### config.mk
export PLATFORM = sky130hd
export DESIGN_NAME = fu_sequencer
export DESIGN_NICKNAME = d
export VERILOG_FILES = /design/src/rtl/fu_defs_pkg.sv /design/src/rtl/fu_sequencer_regfile.sv /design/src/rtl/fu_sequencer.sv
export SDC_FILE = /design/constraint.sdc
export NUM_CORES = 1
export LEC_CHECK = 0
export BUFFER_PORTS_ARGS = -buffer_cell sky130_fd_sc_hd__buf_2
export CORE_UTILIZATION = 53
export CTS_BUF_LIST = sky130_fd_sc_hd__clkbuf_8
export CTS_CLUSTER_SIZE = 24
export DETAILED_ROUTE_END_ITERATION = 10
export PLACE_DENSITY = 0.78
export SLEW_MARGIN = 0
export SYNTH_ARGS = -nofsm -noshare
export SYNTH_HDL_FRONTEND = slang
export SYNTH_HIERARCHICAL = 1
export SYNTH_SLANG_ARGS = --single-unit
### constraint.sdc
create_clock -name clk -period 1.8 [get_ports clk]
set_input_delay 0 -clock clk [delete_from_list [all_inputs] [get_ports clk]]
set_output_delay 0 -clock clk [all_outputs]
set_load 0.01 [all_outputs]
### src/rtl/fu_defs_pkg.sv
// rtl/fu_defs_pkg.sv - function-unit select codes, command opcodes and sequencer states
package fu_defs;

   localparam logic [3:0] FS_TRA   = 4'b0000;
   localparam logic [3:0] FS_INC   = 4'b0001;
   localparam logic [3:0] FS_ADD   = 4'b0010;
   localparam logic [3:0] FS_ADDC  = 4'b0011;
   localparam logic [3:0] FS_ADDNB = 4'b0100;
   localparam logic [3:0] FS_SUB   = 4'b0101;
   localparam logic [3:0] FS_DEC   = 4'b0110;
   localparam logic [3:0] FS_AND   = 4'b1000;
   localparam logic [3:0] FS_OR    = 4'b1001;
   localparam logic [3:0] FS_XOR   = 4'b1010;
   localparam logic [3:0] FS_NOT   = 4'b1011;
   localparam logic [3:0] FS_TRB   = 4'b1100;
   localparam logic [3:0] FS_SHR   = 4'b1101;
   localparam logic [3:0] FS_SHL   = 4'b1110;
   localparam logic [3:0] FS_BAD   = 4'b1111;

   localparam logic [4:0] OP_MUL   = 5'b10000;

   typedef enum logic [2:0] {
      ST_IDLE,
      ST_EXEC,
      ST_MADD,
      ST_MSHL,
      ST_MSHR,
      ST_DONE
   } state_t;

   // Only the adder-path codes with a meaningful carry-out update C.
   function automatic logic fs_sets_carry(input logic [3:0] fs);
      return (fs >= FS_INC) && (fs <= FS_DEC);
   endfunction

   function automatic state_t start_state(input logic [4:0] op);
      if (op == OP_MUL)
         return ST_MADD;
      else if (!op[4] && (op[3:0] != FS_BAD))
         return ST_EXEC;
      else
         return ST_DONE;
   endfunction

endpackage

### src/rtl/fu_sequencer_regfile.sv
// rtl/fu_sequencer_regfile.sv - NREG x 8 register file, one sync write port, three async read ports
module fu_regfile #(
   parameter int NREG = 4,
   parameter int RAW  = 2
) (
   input  logic           clk,
   input  logic           rst,
   input  logic           we,
   input  logic [RAW-1:0] wa,
   input  logic [7:0]     wd,
   input  logic [RAW-1:0] ra,
   input  logic [RAW-1:0] rb,
   input  logic [RAW-1:0] dbg_addr,
   output logic [7:0]     ra_data,
   output logic [7:0]     rb_data,
   output logic [7:0]     dbg_data
);

   logic [7:0] regs [NREG];

   always_ff @(posedge clk) begin
      if (rst) begin
         for (int i = 0; i < NREG; i++)
            regs[i] <= 8'd0;
      end else if (we) begin
         regs[wa] <= wd;
      end
   end

   assign ra_data  = regs[ra];
   assign rb_data  = regs[rb];
   assign dbg_data = regs[dbg_addr];

endmodule

### src/rtl/fu_sequencer.sv
// rtl/fu_sequencer.sv - command sequencer for the external 8-bit function unit
// Single-pass ALU ops plus an 8-step add/shift unsigned multiply; N/Z/C status kept here.
module fu_sequencer
   import fu_defs::*;
#(
   parameter int NREG = 4,
   parameter int RAW  = 2
) (
   input  logic           clk,
   input  logic           rst,
   input  logic           cmd_valid,
   output logic           cmd_ready,
   input  logic [4:0]     cmd_op,
   input  logic [RAW-1:0] cmd_rd,
   input  logic [RAW-1:0] cmd_ra,
   input  logic [RAW-1:0] cmd_rb,
   input  logic           cmd_use_imm,
   input  logic [7:0]     cmd_imm,
   output logic           done,
   output logic           err,
   output logic [2:0]     flags,
   output logic [7:0]     fu_a,
   output logic [7:0]     fu_b,
   output logic [3:0]     fu_fs,
   input  logic [7:0]     fu_g,
   input  logic           fu_c,
   input  logic [RAW-1:0] dbg_addr,
   output logic [7:0]     dbg_data
);

   state_t         state, state_nxt;
   logic [3:0]     fs_q;
   logic [RAW-1:0] rd_q;
   logic [7:0]     a_q;     // A operand; doubles as multiplicand M
   logic [7:0]     b_q;     // B operand; doubles as multiplier Q
   logic [7:0]     p_q;
   logic [2:0]     cnt_q;
   logic           cmul_q;
   logic           err_q;
   logic [2:0]     flags_q;

   logic           accept;
   logic           we;
   logic [7:0]     wd;
   logic [7:0]     ra_data, rb_data;

   fu_regfile #(.NREG(NREG), .RAW(RAW)) u_regfile (
      .clk      (clk),
      .rst      (rst),
      .we       (we),
      .wa       (rd_q),
      .wd       (wd),
      .ra       (cmd_ra),
      .rb       (cmd_rb),
      .dbg_addr (dbg_addr),
      .ra_data  (ra_data),
      .rb_data  (rb_data),
      .dbg_data (dbg_data)
   );

   assign accept = cmd_valid && cmd_ready;
   assign flags  = flags_q;

   always_comb begin
      state_nxt = state;
      cmd_ready = 1'b0;
      done      = 1'b0;
      err       = 1'b0;
      fu_a      = 8'd0;
      fu_b      = 8'd0;
      fu_fs     = FS_TRA;
      we        = 1'b0;
      wd        = fu_g;
      case (state)
         ST_IDLE: begin
            cmd_ready = 1'b1;
            if (accept)
               state_nxt = start_state(cmd_op);
         end
         ST_EXEC: begin
            fu_a      = a_q;
            fu_b      = b_q;
            fu_fs     = fs_q;
            we        = 1'b1;
            state_nxt = ST_DONE;
         end
         ST_MADD: begin
            fu_a      = p_q;
            fu_b      = a_q;
            fu_fs     = b_q[0] ? FS_ADD : FS_TRA;
            state_nxt = ST_MSHL;
         end
         ST_MSHL: begin
            fu_b      = a_q;
            fu_fs     = FS_SHL;
            state_nxt = ST_MSHR;
         end
         ST_MSHR: begin
            fu_b  = b_q;
            fu_fs = FS_SHR;
            if (cnt_q == 3'd7) begin
               we        = 1'b1;
               wd        = p_q;
               state_nxt = ST_DONE;
            end else begin
               state_nxt = ST_MADD;
            end
         end
         ST_DONE: begin
            done      = 1'b1;
            err       = err_q;
            cmd_ready = 1'b1;
            state_nxt = accept ? start_state(cmd_op) : ST_IDLE;
         end
         default: state_nxt = ST_IDLE;
      endcase
   end

   always_ff @(posedge clk) begin
      if (rst) begin
         state   <= ST_IDLE;
         fs_q    <= FS_TRA;
         rd_q    <= '0;
         a_q     <= 8'd0;
         b_q     <= 8'd0;
         p_q     <= 8'd0;
         cnt_q   <= 3'd0;
         cmul_q  <= 1'b0;
         err_q   <= 1'b0;
         flags_q <= 3'b000;
      end else begin
         state <= state_nxt;
         case (state)
            ST_EXEC: flags_q <= {fu_g[7], fu_g == 8'd0, fs_sets_carry(fs_q) & fu_c};
            ST_MADD: begin
               p_q <= fu_g;
               if (b_q[0])
                  cmul_q <= cmul_q | fu_c;
            end
            ST_MSHL: a_q <= fu_g;
            ST_MSHR: begin
               b_q   <= fu_g;
               cnt_q <= cnt_q + 3'd1;
               if (cnt_q == 3'd7)
                  flags_q <= {p_q[7], p_q == 8'd0, cmul_q};
            end
            default: ;
         endcase
         // Accept only occurs in IDLE/DONE, so it never collides with the updates above.
         if (accept) begin
            fs_q   <= cmd_op[3:0];
            rd_q   <= cmd_rd;
            a_q    <= ra_data;
            b_q    <= cmd_use_imm ? cmd_imm : rb_data;
            p_q    <= 8'd0;
            cnt_q  <= 3'd0;
            cmul_q <= 1'b0;
            err_q  <= (start_state(cmd_op) == ST_DONE);
         end
      end
   end

endmodule

==> results.md, run 1 <==
- FFs w/ async S/R, synth: 0%
- Clock root cell: clkbuf_8
- Clk sinks: 73
- # port buffers: 67
- Slowest-stage cell, CP: dfxtp_1
- I/O Pins: 68
- Critical path fanouts, max: 8
- Unrepaired setup endpoints after global routing: yes
- Congestion Overflow GR: 0
- Worst slew pin tran: 0.509 ns
- Synth unique cells: 58
- Fin worst setup slack: -0.0171 ns
- Tot GR Track Use: 28.6%
- Crit path kind: flip-flop to flip-flop
- Post-synth EDFFs: 32
- CP peak stage delay: 0.39 ns
- Mux cell area share after synthesis: 18.3%
- Layout Nets: 520
- Core Util, Final: 68.2%
- Syn_nets: ~430
- Synth top cells by count: nand2_1 (46), dfxtp_1 (41), nor2_1 (38), edfxtp_1 (32), and2_1 (26)
- Violated checks: negative setup slack
- Netlist Area Pre-Place: between 0.004 and 0.005 mm^2
- Die height: 92.2 um
- Core area: between 0.007 and 0.008 mm^2
- Share of layout cells above drive strength 1: 38.0%
- GPL Wtd Cong: 0.839
- CP arrival: 1.94 ns
- Worst slew margin: between 60% and 70%
- Row cnt: 32
- Synth Area in Simple Gates: between 20% and 30%
- Routed wire per std cell: just over 20 um
- DRC: 0
- Number of fill cells: 561
- CTS clk-pin slew, worst paths: 0.09 ns
- Reg2Reg Depth: 5
- Synthesis Warnings: 6
- Crit share post-route: 101%
- WL final: 12,000 um
- Width of the die: 92.2 um
- Clk buf depth: 2
- Antenna violations before repair: 0
- FF+latch count, synth: 73
- Cell with the most instances after synthesis: nand2_1
- WHS Path Cells: 3
- CTS tree: yes
- Global-route wire length before repair: 18,200 um
- Startpoint types: flip-flop
- Area of the die: 0.00850 mm^2
- Worst Hold End: b_q[0]
- Largest area contributor in the netlist: edfxtp_1
- Synth top area share: 22.3%
- Area share of xor/xnor cells in the synthesized design: 0.580%
- CP cell instances: nor3b_4 -> and2_4 -> buf_12 -> mux2_2 -> and2_2
- Cell area power density: 1290 mW/mm^2
- Maxcap violations: 0
- Clk Latency, worst-skew pair: 0.36 ns
- Via count: 3,589
- Residual antenna-violating net count after detailed routing: 0
- Compound-Gate Fraction of Synth Area: 14.0%
- Area growth syn-to-layout: 23.5%
- Syn Inst Count: 397
- First drt pass iteration count: 4
- Post-DP HPWL: 8100 um
- Drt via density: roughly 6.1
- Synth area leaders: edfxtp_1 (22%), dfxtp_1 (19%), mux4_2 (13%), nand2_1 (4.0%), and2_1 (3.8%)
- Status: finished with violations
- Clock period minus final worst setup slack: around 1.8 ns
- Vias in the first global route: roughly 3,400
- Worst hold start: cmd_imm[0]
- Largest net degree at the start of global routing: 28
- CP delay by family, top: simple AND/OR/NAND/NOR gates
- Num CTS Buffers: 9
- Synth Flop Type: dfxtp_1
- Clock skew: 0.0116 ns
- Hold violation total from the final report: 0
- Antenna cells: 0
- Reg2Reg Setup Slack: -0.02 ns
- Worst VDD drop: 0.703 mV
- Critical path required time: 1.92 ns
- Initial Utilization: approximately 55%
- Worst path bufs/invs: 1
- Adder-cell share of the synthesized area: 0.580%
- Final Setup Violations: 3
- Worst Hold Class: primary input to flip-flop
- Finished Layout Cells: 591
- Placed Cells incl. Taps: about 550
- Mapped Avg Cell Area: approximately 11 um^2
- DRT iter0 DRCs: ~320
- Setup TNS: -0.0358 ns
- Largest family of logic cells by synthesized area: simple AND/OR/NAND/NOR gates
- Overall Power: 0.00686 W
- FF-to-FF End: u_regfile/regs[0][3]
- Lkg Pwr: 2.10 nW
- Slew Viols, Final: 0
- FF-to-FF Start: state[2]
- F_max: 550 MHz
- H-tree depth: 3
- CP Capture Type: flip-flop
- Seq/Total Area, Yosys: 41.3%
-- placed cells by master, fill, tap and decap left out, drive strengths merged, types with 3 or more instances in the layout --
master       instances
nand3b               3
nand2               47
mux2i               16
a22oi               15
nand2b               4
mux2                 8
mux4                24
nand3                5
a211oi              19
a311oi              10
nor4                 4
edfxtp              32
clkbuf               9
nor2                38
buf                 90
nor2b               11
inv                  5
dfxtp               41
o21ai               11
dlygate4sd3         17
a21oi               14
and2                34
-- flip-flops by register name, indices dropped and copies added (netlist names), 2 cells and up --
signal	flops
flags	3
rd_q	2
b_q	8
u_regfile/regs	32
state	3
fs_q	4
cnt_q	3
p_q	8
a_q	8
-- cells by family (layout without fill, tap and decap cells) --
family                     Yosys count  in the layout
buffers and inverters               33            125
adders and majority gates            2              2
and+or+nand+nor                    161            161
DFF                                 73             73
muxes                               48             48
xor gates and xnor gates             2              2
AOI/OAI and AO/OA                   78             78
-- worst max path at each step --
stage                  start                    to  slack [ns]  cells past startpoint
CTS                 state[1]               fu_a[0]       0.006                      6
detailed placement  cnt_q[1]  u_regfile/regs[0][3]       -0.05                      6
finish              state[2]  u_regfile/regs[0][3]       -0.02                      5
global placement    cnt_q[0]  u_regfile/regs[0][5]        0.02                      6
floorplan           cnt_q[0]  u_regfile/regs[0][0]       -0.03                      6
global route        state[2]  u_regfile/regs[0][1]       -0.05                      5
-- worst min-delay path, cell delays in order --
cell and delay (ns):
buf_2 0.08, a211oi_1 0.06, a311oi_1 0.22
-- area by class of cell --
type / count / area (um^2) / share of cell area (%)
Multi-Input combinational cell: 291 / 2420 / 45.4
Inverter: 2 / 7.51 / 0.141
Tap cell: 102 / 128 / 2.40
Timing Repair Buffer: 107 / 763 / 14.3
Clock buffer: 9 / 124 / 2.33
Sequential cell: 73 / 1790 / 33.6
Clock inverter: 7 / 100 / 1.88
-- timing repair --
item | CTS | global route
resized for setup | 7 | 23
hold endpoints to repair | 19 | 0
hold buffers | 17 | 0
endpoints found under the setup margin | 65 | 63
buffers inserted | 2 | 3
pin swaps | 1 | 4
-- per-stage QoR --
step	instance area, um^2	hold slack [ns]	setup WS [ns]
after global placement	4780	0.251	0.0174
final	5330	0.0398	-0.0171
after floorplan	4320	0.136	-0.0311
after global routing	5330	0.0658	-0.0507
after detailed placement	4780	0.252	-0.0453
after CTS	5200	0.0487	0.00561
-- per-layer routing --
metal	routed length [um]	GRT usage, %	share of wire [%]
met4	385	14.1	3.2
met1	4880	39.8	41
met3	980	4.81	8.2
met2	5710	43.2	48
met5	0	0	0
-- power breakdown --
| group | switching (W) | internal (W) |
|---|---|---|
| clock | 0.000670 | 0.000794 |
| sequential | 0.000316 | 0.00213 |
| combinational | 0.00161 | 0.00134 |
Power figures use the tool's default switching activity.
==> run 2: changes to the inputs <==
ABC_AREA = 0   (was default)
SETUP_SLACK_MARGIN = 0.02   (was default)
==> run 2 against run 1 <==
  * The flow now finishes without violations
  * Highest routed layer unchanged
  * Global-route usage is 0.11 points higher
  * Maximum frequency is 4.2% higher
  * Flip-flop and latch count stayed put
  * Non-clock buffer count up 2
  * Clock skew is essentially flat
  * Worst hold slack better by 0.012 ns
  * Utilization is 0.18 points lower
  * Clock power hardly changed
==> results.md, run 2 (synthesized netlist as in run 1, its figures left out) <==
- Status: finished, final reports clean
- Max FFs per register: 32 (unchanged)
- Area of the multi-input gates: 0.00239 mm^2 (-0.93%)
- Crit share post-route: 96.9% (-4.1 points)
- Cell area power density: 1290 mW/mm^2 (-0.12%)
- Residual antenna-violating net count after detailed routing: 0 (unchanged)
- Largest net degree at the start of global routing: 28 (unchanged)
- CP cell instances: ha_4 -> ha_4 -> nand3b_4 -> a21oi_4 -> nand2b_1 -> o21bai_2 -> buf_12
- Setup TNS: 0 ns (+0.0358 ns)
- Hold WS: 0.0515 ns (+0.0117 ns)
- CP arrival: 1.81 ns (-0.13 ns)
- Most frequent cells in the layout: buf_2 (67), nand2_1 (46), nor2_1 (37)
- Worst slew margin: 66.3% (+0.26 points)
- Num CTS Buffers: 9 (unchanged)
- Worst VDD drop: 0.677 mV (-3.7%)
- Unrepaired setup endpoints after global routing: yes
- Antenna violations before repair: 0 (unchanged)
- Critical path fanouts, max: 8 (unchanged)
- Worst Hold Class: primary input to flip-flop
- CTS clk-pin slew, worst paths: 0.08 ns (about the same)
- Maxcap violations: 0 (unchanged)
- Post-DP HPWL: 8100 um (unchanged)
- Pre-CTS setup slack: -0.0453 ns (unchanged)
- H-tree depth: 3 (unchanged)
- CTS tree: yes
- Startpoint types: flip-flop
- Die height: 92.2 um (unchanged)
- CP Capture Type: flip-flop
- First drt pass iteration count: 4 (unchanged)
- Overall Power: 0.00683 W (-0.38%)
- Clk buf depth: 2 (unchanged)
- Clk sinks: 73 (unchanged)
- DRC: 0 (unchanged)
- Largest Register: u_regfile/regs
- Crit path kind: flip-flop to flip-flop
- Commonest non-fill, non-tap cell in the layout: buf_2
- Routed wire per std cell: 20.3 um (+0.58%)
- Congestion Overflow GR: 0 (unchanged)
- Share of layout cells above drive strength 1: 38.1% (+0.049 points)
- CP peak stage delay: 0.36 ns (-0.03 ns)
- Finished Layout Cells: 593 (+0.34%)
- Clock skew: 0.0120 ns (+0.000412 ns)
- Worst path bufs/invs: 1 (unchanged)
- Number of fill cells: 564 (+0.53%)
- Core area: 0.00781 mm^2 (unchanged)
- Clock period minus final worst setup slack: 1.74 ns (-0.0736 ns)
- Critical path required time: 1.87 ns (-0.05 ns)
- Fin worst setup slack: 0.0565 ns (+0.0736 ns)
- Most used cell along the critical path: ha_4
- Register Area: 0.00179 mm^2 (about the same)
- F_max: 574 MHz (+4.2%)
- GPL Wtd Cong: 0.839 (unchanged)
- I/O Pins: 68 (unchanged)
- Via count: 3,624 (+0.98%)
- Final Setup Violations: 0 (-3)
- Vias in the first global route: 3,445 (+1.2%)
- Width of the die: 92.2 um (unchanged)
- Row cnt: 32 (unchanged)
- Lkg Pwr: 2.11 nW (+0.10%)
- # port buffers: 67 (unchanged)
- Area growth syn-to-layout: 23.2%
- Antenna cells: 0 (unchanged)
- Slew Viols, Final: 0 (unchanged)
- Layout Nets: 522 (+0.38%)
- Hold violation total from the final report: 0 (unchanged)
- Drt via density: 6.11 (+0.63%)
- Worst slew pin tran: 0.505 ns (-0.00383 ns)
- WL final: 12,100 um (+0.92%)
- DRT iter0 DRCs: 310 (-1.9%)
- Initial Utilization: 55.2% (unchanged)
- Tot GR Track Use: 28.7% (+0.11 points)
- Area of the die: 0.00850 mm^2 (unchanged)
- Clk Latency, worst-skew pair: 0.36 ns (about the same)
- Placed Cells incl. Taps: 553 (unchanged)
- CP delay by family, top: compound AO/OA/AOI/OAI gates
- Slowest-stage cell, CP: dfxtp_2
- Clock root cell: clkbuf_8
- Global-route wire length before repair: 18,300 um (+0.49%)
[run 2: routing by layer]
layer  routed length (um)  vias up  GRT usage [%]
li1                     -     1660              -
met5                    0        -              0
met2                 5750      187           44.1
met1                 5080     1743           39.1
met4                  348        0           13.4
met3                  889       34           5.47
[run 2: final cells by class]
type / count / share of cell area (%)
multi-input cells: 291 / 45.1
clock inverters: 7 / 1.88
clock buffers: 9 / 2.33
well taps: 102 / 2.40
inverters: 2 / 0.141
flip-flops and latches: 73 / 33.7
repair buffers: 109 / 14.5
[run 2: final timing paths]
check,startpoint,to,depth (start not counted),slack (ns)
max reg2reg,cnt_q[0],u_regfile/regs[2][0],7,0.06
min reg2reg,err_q,err_q,2,0.48
min,cmd_imm[6],b_q[6],3,0.05
max,cnt_q[0],u_regfile/regs[2][0],7,0.06
[run 2: where the power goes]
part           internal [W]  switching [W]  total [W]
Combinational       0.00132        0.00161    0.00293
Clock              0.000793       0.000667    0.00146
Sequential          0.00213       0.000320    0.00245
[run 2: repair_timing]
item	in CTS	in global routing
pin swaps	2	3
hold endpoints to repair	19	0
setup buffers	2	5
hold buffers	17	0
gates resized for setup	8	17
endpoints found under the setup margin	76	62
[run 2: per-stage QoR]
stage | cell area, um^2 | utilization (%)
finish | 5310 | 68.0
floorplan | 4320 | -
global placement | 4780 | 61.2
CTS | 5210 | 66.8
global route | 5310 | 68.0
detailed placement | 4780 | 61.2
[run 2: tightest hold or removal path, stage by stage]
cell,delay (ns)
buf_2,0.07
a211oi_1,0.07
a311oi_2,0.22
==> run 3: changes to the inputs <==
CELL_PAD_IN_SITES_DETAIL_PLACEMENT = 0   (was default)
CELL_PAD_IN_SITES_GLOBAL_PLACEMENT = 1   (was default)
CORE_UTILIZATION = 42   (was 53)
PLACE_DENSITY = default   (was 0.78)
PLACE_DENSITY_LB_ADDON = 0.1   (was default)
clock period = 1.55 ns   (was 1.8 ns; I/O delays follow)
==> run 3 against run 2 <==
  * The run now ends with negative setup slack left
  * First-iteration DRC count fell by 42%
  * Maximum frequency increased by 0.54%
  * Cell area is 19% higher
  * Setup slack got worse by 0.24 ns
  * Via count grew 3.0%
  * Critical path type unchanged
==> results.md, run 3 (synthesized netlist as in run 1, its figures left out) <==
- Drt via density: 5.65 (-7.6%)
- Clock skew: 0.0123 ns (+0.000289 ns)
- DR WL met3: 579 um (-35%)
- Via count: 3,734 (+3.0%)
- Status: finished with violations
- Post-Place Cell Area: 0.00500 mm^2 (+4.7%)
- Clk Latency, worst-skew pair: 0.34 ns (-0.02 ns)
- P_sw: 0.00368 W (+42%)
- # port buffers: 67 (unchanged)
- Antenna cells: 0 (unchanged)
- Global-route wire length before repair: 20,100 um (+9.8%)
- Residual antenna-violating net count after detailed routing: 0 (unchanged)
- Met2 WL: 7000 um (+22%)
- H-tree depth: 3 (unchanged)
- Commonest non-fill, non-tap cell in the layout: buf_2
- DRT iter0 DRCs: 181 (-42%)
- Sw Ratio: 37.4% (-0.57 points)
- Initial Utilization: 43.7% (-12 points)
- M1 wire length: 5800 um (+14%)
- Num CTS Buffers: 9 (unchanged)
- Routed wire per std cell: 20.5 um (+0.89%)
- Finished Layout Cells: 661 (+11%)
- Vias in the first global route: 3,702 (+7.5%)
- Clock period minus final worst setup slack: 1.73 ns (-0.00940 ns)
- Tot GR Track Use: 26.2% (-2.5 points)
- Lkg Pwr: 2.46 nW (+17%)
- Width of the die: 103 um (+12%)
- Slew Viols, Final: 0 (unchanged)
- Critical path required time: 1.65 ns (-0.22 ns)
- Crit path kind: flip-flop to flip-flop
- Row cnt: 36 (+13%)
- Uppermost layer routed: met4
- Largest Register: u_regfile/regs
- Worst slew margin: 62.4% (-3.9 points)
- Most frequent cells in the layout: buf_2 (65), nand2_1 (44), dfxtp_1 (36)
- Layout Nets: 559 (+7.1%)
- Seq pwr share: 29.4% (-6.4 points)
- Core area: 0.00986 mm^2 (+26%)
- Hold WS: 0.0267 ns (-0.0248 ns)
- Violated checks: negative setup slack
- I/O Pins: 68 (unchanged)
- Clock Power Share: 16.0% (-5.4 points)
- Setup TNS: -10.32 ns (-10.32 ns)
- WL final: 13,600 um (+12%)
- Logic pwr share: 54.6% (+12 points)
- Hold violation total from the final report: 0 (unchanged)
- First drt pass iteration count: 4 (unchanged)
- Post-DP HPWL: 8940 um (+10%)
- Antenna violations before repair: 0 (unchanged)
- Crit share post-route: 112% (+15 points)
- Largest net degree at the start of global routing: 22 (-21%)
- CP Capture Type: flip-flop
- Cell area power density: 1550 mW/mm^2 (+21%)
- Critical path fanouts, max: 8 (unchanged)
- Maxcap violations: 0 (unchanged)
- Clk sinks: 73 (unchanged)
- WHS Path Cells: 3 (unchanged)
- Reg2Reg Depth: 9 (+2)
- Congestion Overflow GR: 0 (unchanged)
- CTS clk-pin slew, worst paths: 0.08 ns (about the same)
- Share of layout cells above drive strength 1: 56.6% (+19 points)
- GPL Wtd Cong: 0.791 (-5.7%)
- Final Setup Violations: 90 (+90)
- Area growth syn-to-layout: 46.9%
- F_max: 577 MHz (+0.54%)
- Max FFs per register: 32 (unchanged)
- P_int: 0.00616 W (+45%)
- CTS tree: yes
- Clock root cell: clkbuf_8
- Clk buf depth: 2 (unchanged)
- DRC: 0 (unchanged)
- Die height: 103 um (+12%)
- Area of the die: 0.0107 mm^2 (+26%)
- Unrepaired setup endpoints after global routing: yes
- Startpoint types: flip-flop
- Fin area: 0.00633 mm^2 (+19%)
- CP arrival: 1.83 ns (+0.02 ns)
- Placed Cells incl. Taps: 600 (+8.5%)
- Worst slew pin tran: 0.559 ns (+0.0531 ns)
- Fin worst setup slack: -0.184 ns (-0.241 ns)
- Worst Hold Class: primary input to flip-flop
- Worst VDD drop: 0.821 mV (+21%)
-- run 3: changes by cell type in the layout (fill, tap and decap cells not counted), moves of 12 or more --
cell / previous run / this run
a22oi_1: 15 / 0
a22oi_2: 0 / 15
and2_1: 25 / 11
and2_4: 1 / 18
buf_4: 16 / 32
buf_6: 4 / 16
nor2_1: 37 / 23
-- run 3: area by class of cell --
class / instances / area [um^2]
clock buffer: 9 / 124
clock inverter: 7 / 78.8
fill: 786 / 3530
inverter: 2 / 7.51
multi-input combinational: 291 / 2880
sequential: 73 / 1790
tap: 133 / 166
timing repair buffer: 146 / 1290
-- run 3: final timing paths --
kind | startpoint | to | slack [ns]
worst max-delay path | cnt_q[0] | u_regfile/regs[0][5] | -0.18
worst min-delay path | fu_g[6] | p_q[6] | 0.03
worst max register to register | cnt_q[0] | u_regfile/regs[0][5] | -0.18
worst min register to register | err_q | err_q | 0.46
-- run 3: per-layer routing --
| layer | track usage, % | up-vias |
|---|---|---|
| li1 | - | 1741 |
| met1 | 34.3 | 1859 |
| met2 | 46.1 | 119 |
| met3 | 2.35 | 15 |
| met4 | 8.02 | 0 |
| met5 | 0 | - |
-- run 3: repair_timing --
action	in CTS	in global routing
hold buffers	15	0
gates resized for setup	104	56
endpoints found under the hold margin	16	0
gates cloned	5	1
pin swaps	49	37
setup endpoints to repair	116	118
buffers inserted	19	9
-- run 3: power groups by stage --
stage / Combinational (W) / Sequential, W / Clock [W]
global route: 0.00569 / 0.00295 / 0.00167
global placement: 0.00340 / 0.00285 / 0
finish: 0.00537 / 0.00290 / 0.00157
detailed placement: 0.00343 / 0.00286 / 0
floorplan: 0.00227 / 0.00277 / 0
CTS: 0.00485 / 0.00287 / 0.00159
-- run 3: worst max-delay path, cell delays in order, from the launching register on --
cell and delay [ns]:
dfxtp_2 0.34, ha_4 0.16, ha_4 0.15, buf_6 0.11, nand3b_4 0.07, a21oi_4 0.06, buf_12 0.14, nor4b_4 0.13
buf_6 0.16, and2_2 0.18
-- run 3: per-stage QoR --
stage / utilization (%) / power, W / setup slack, ns
floorplan: - / 0.00504 / -0.101
global placement: 50.7 / 0.00625 / -0.421
detailed placement: 50.7 / 0.00629 / -0.427
CTS: 61.4 / 0.00930 / -0.206
global route: 64.2 / 0.0103 / -0.235
finish: 64.2 / 0.00984 / -0.184
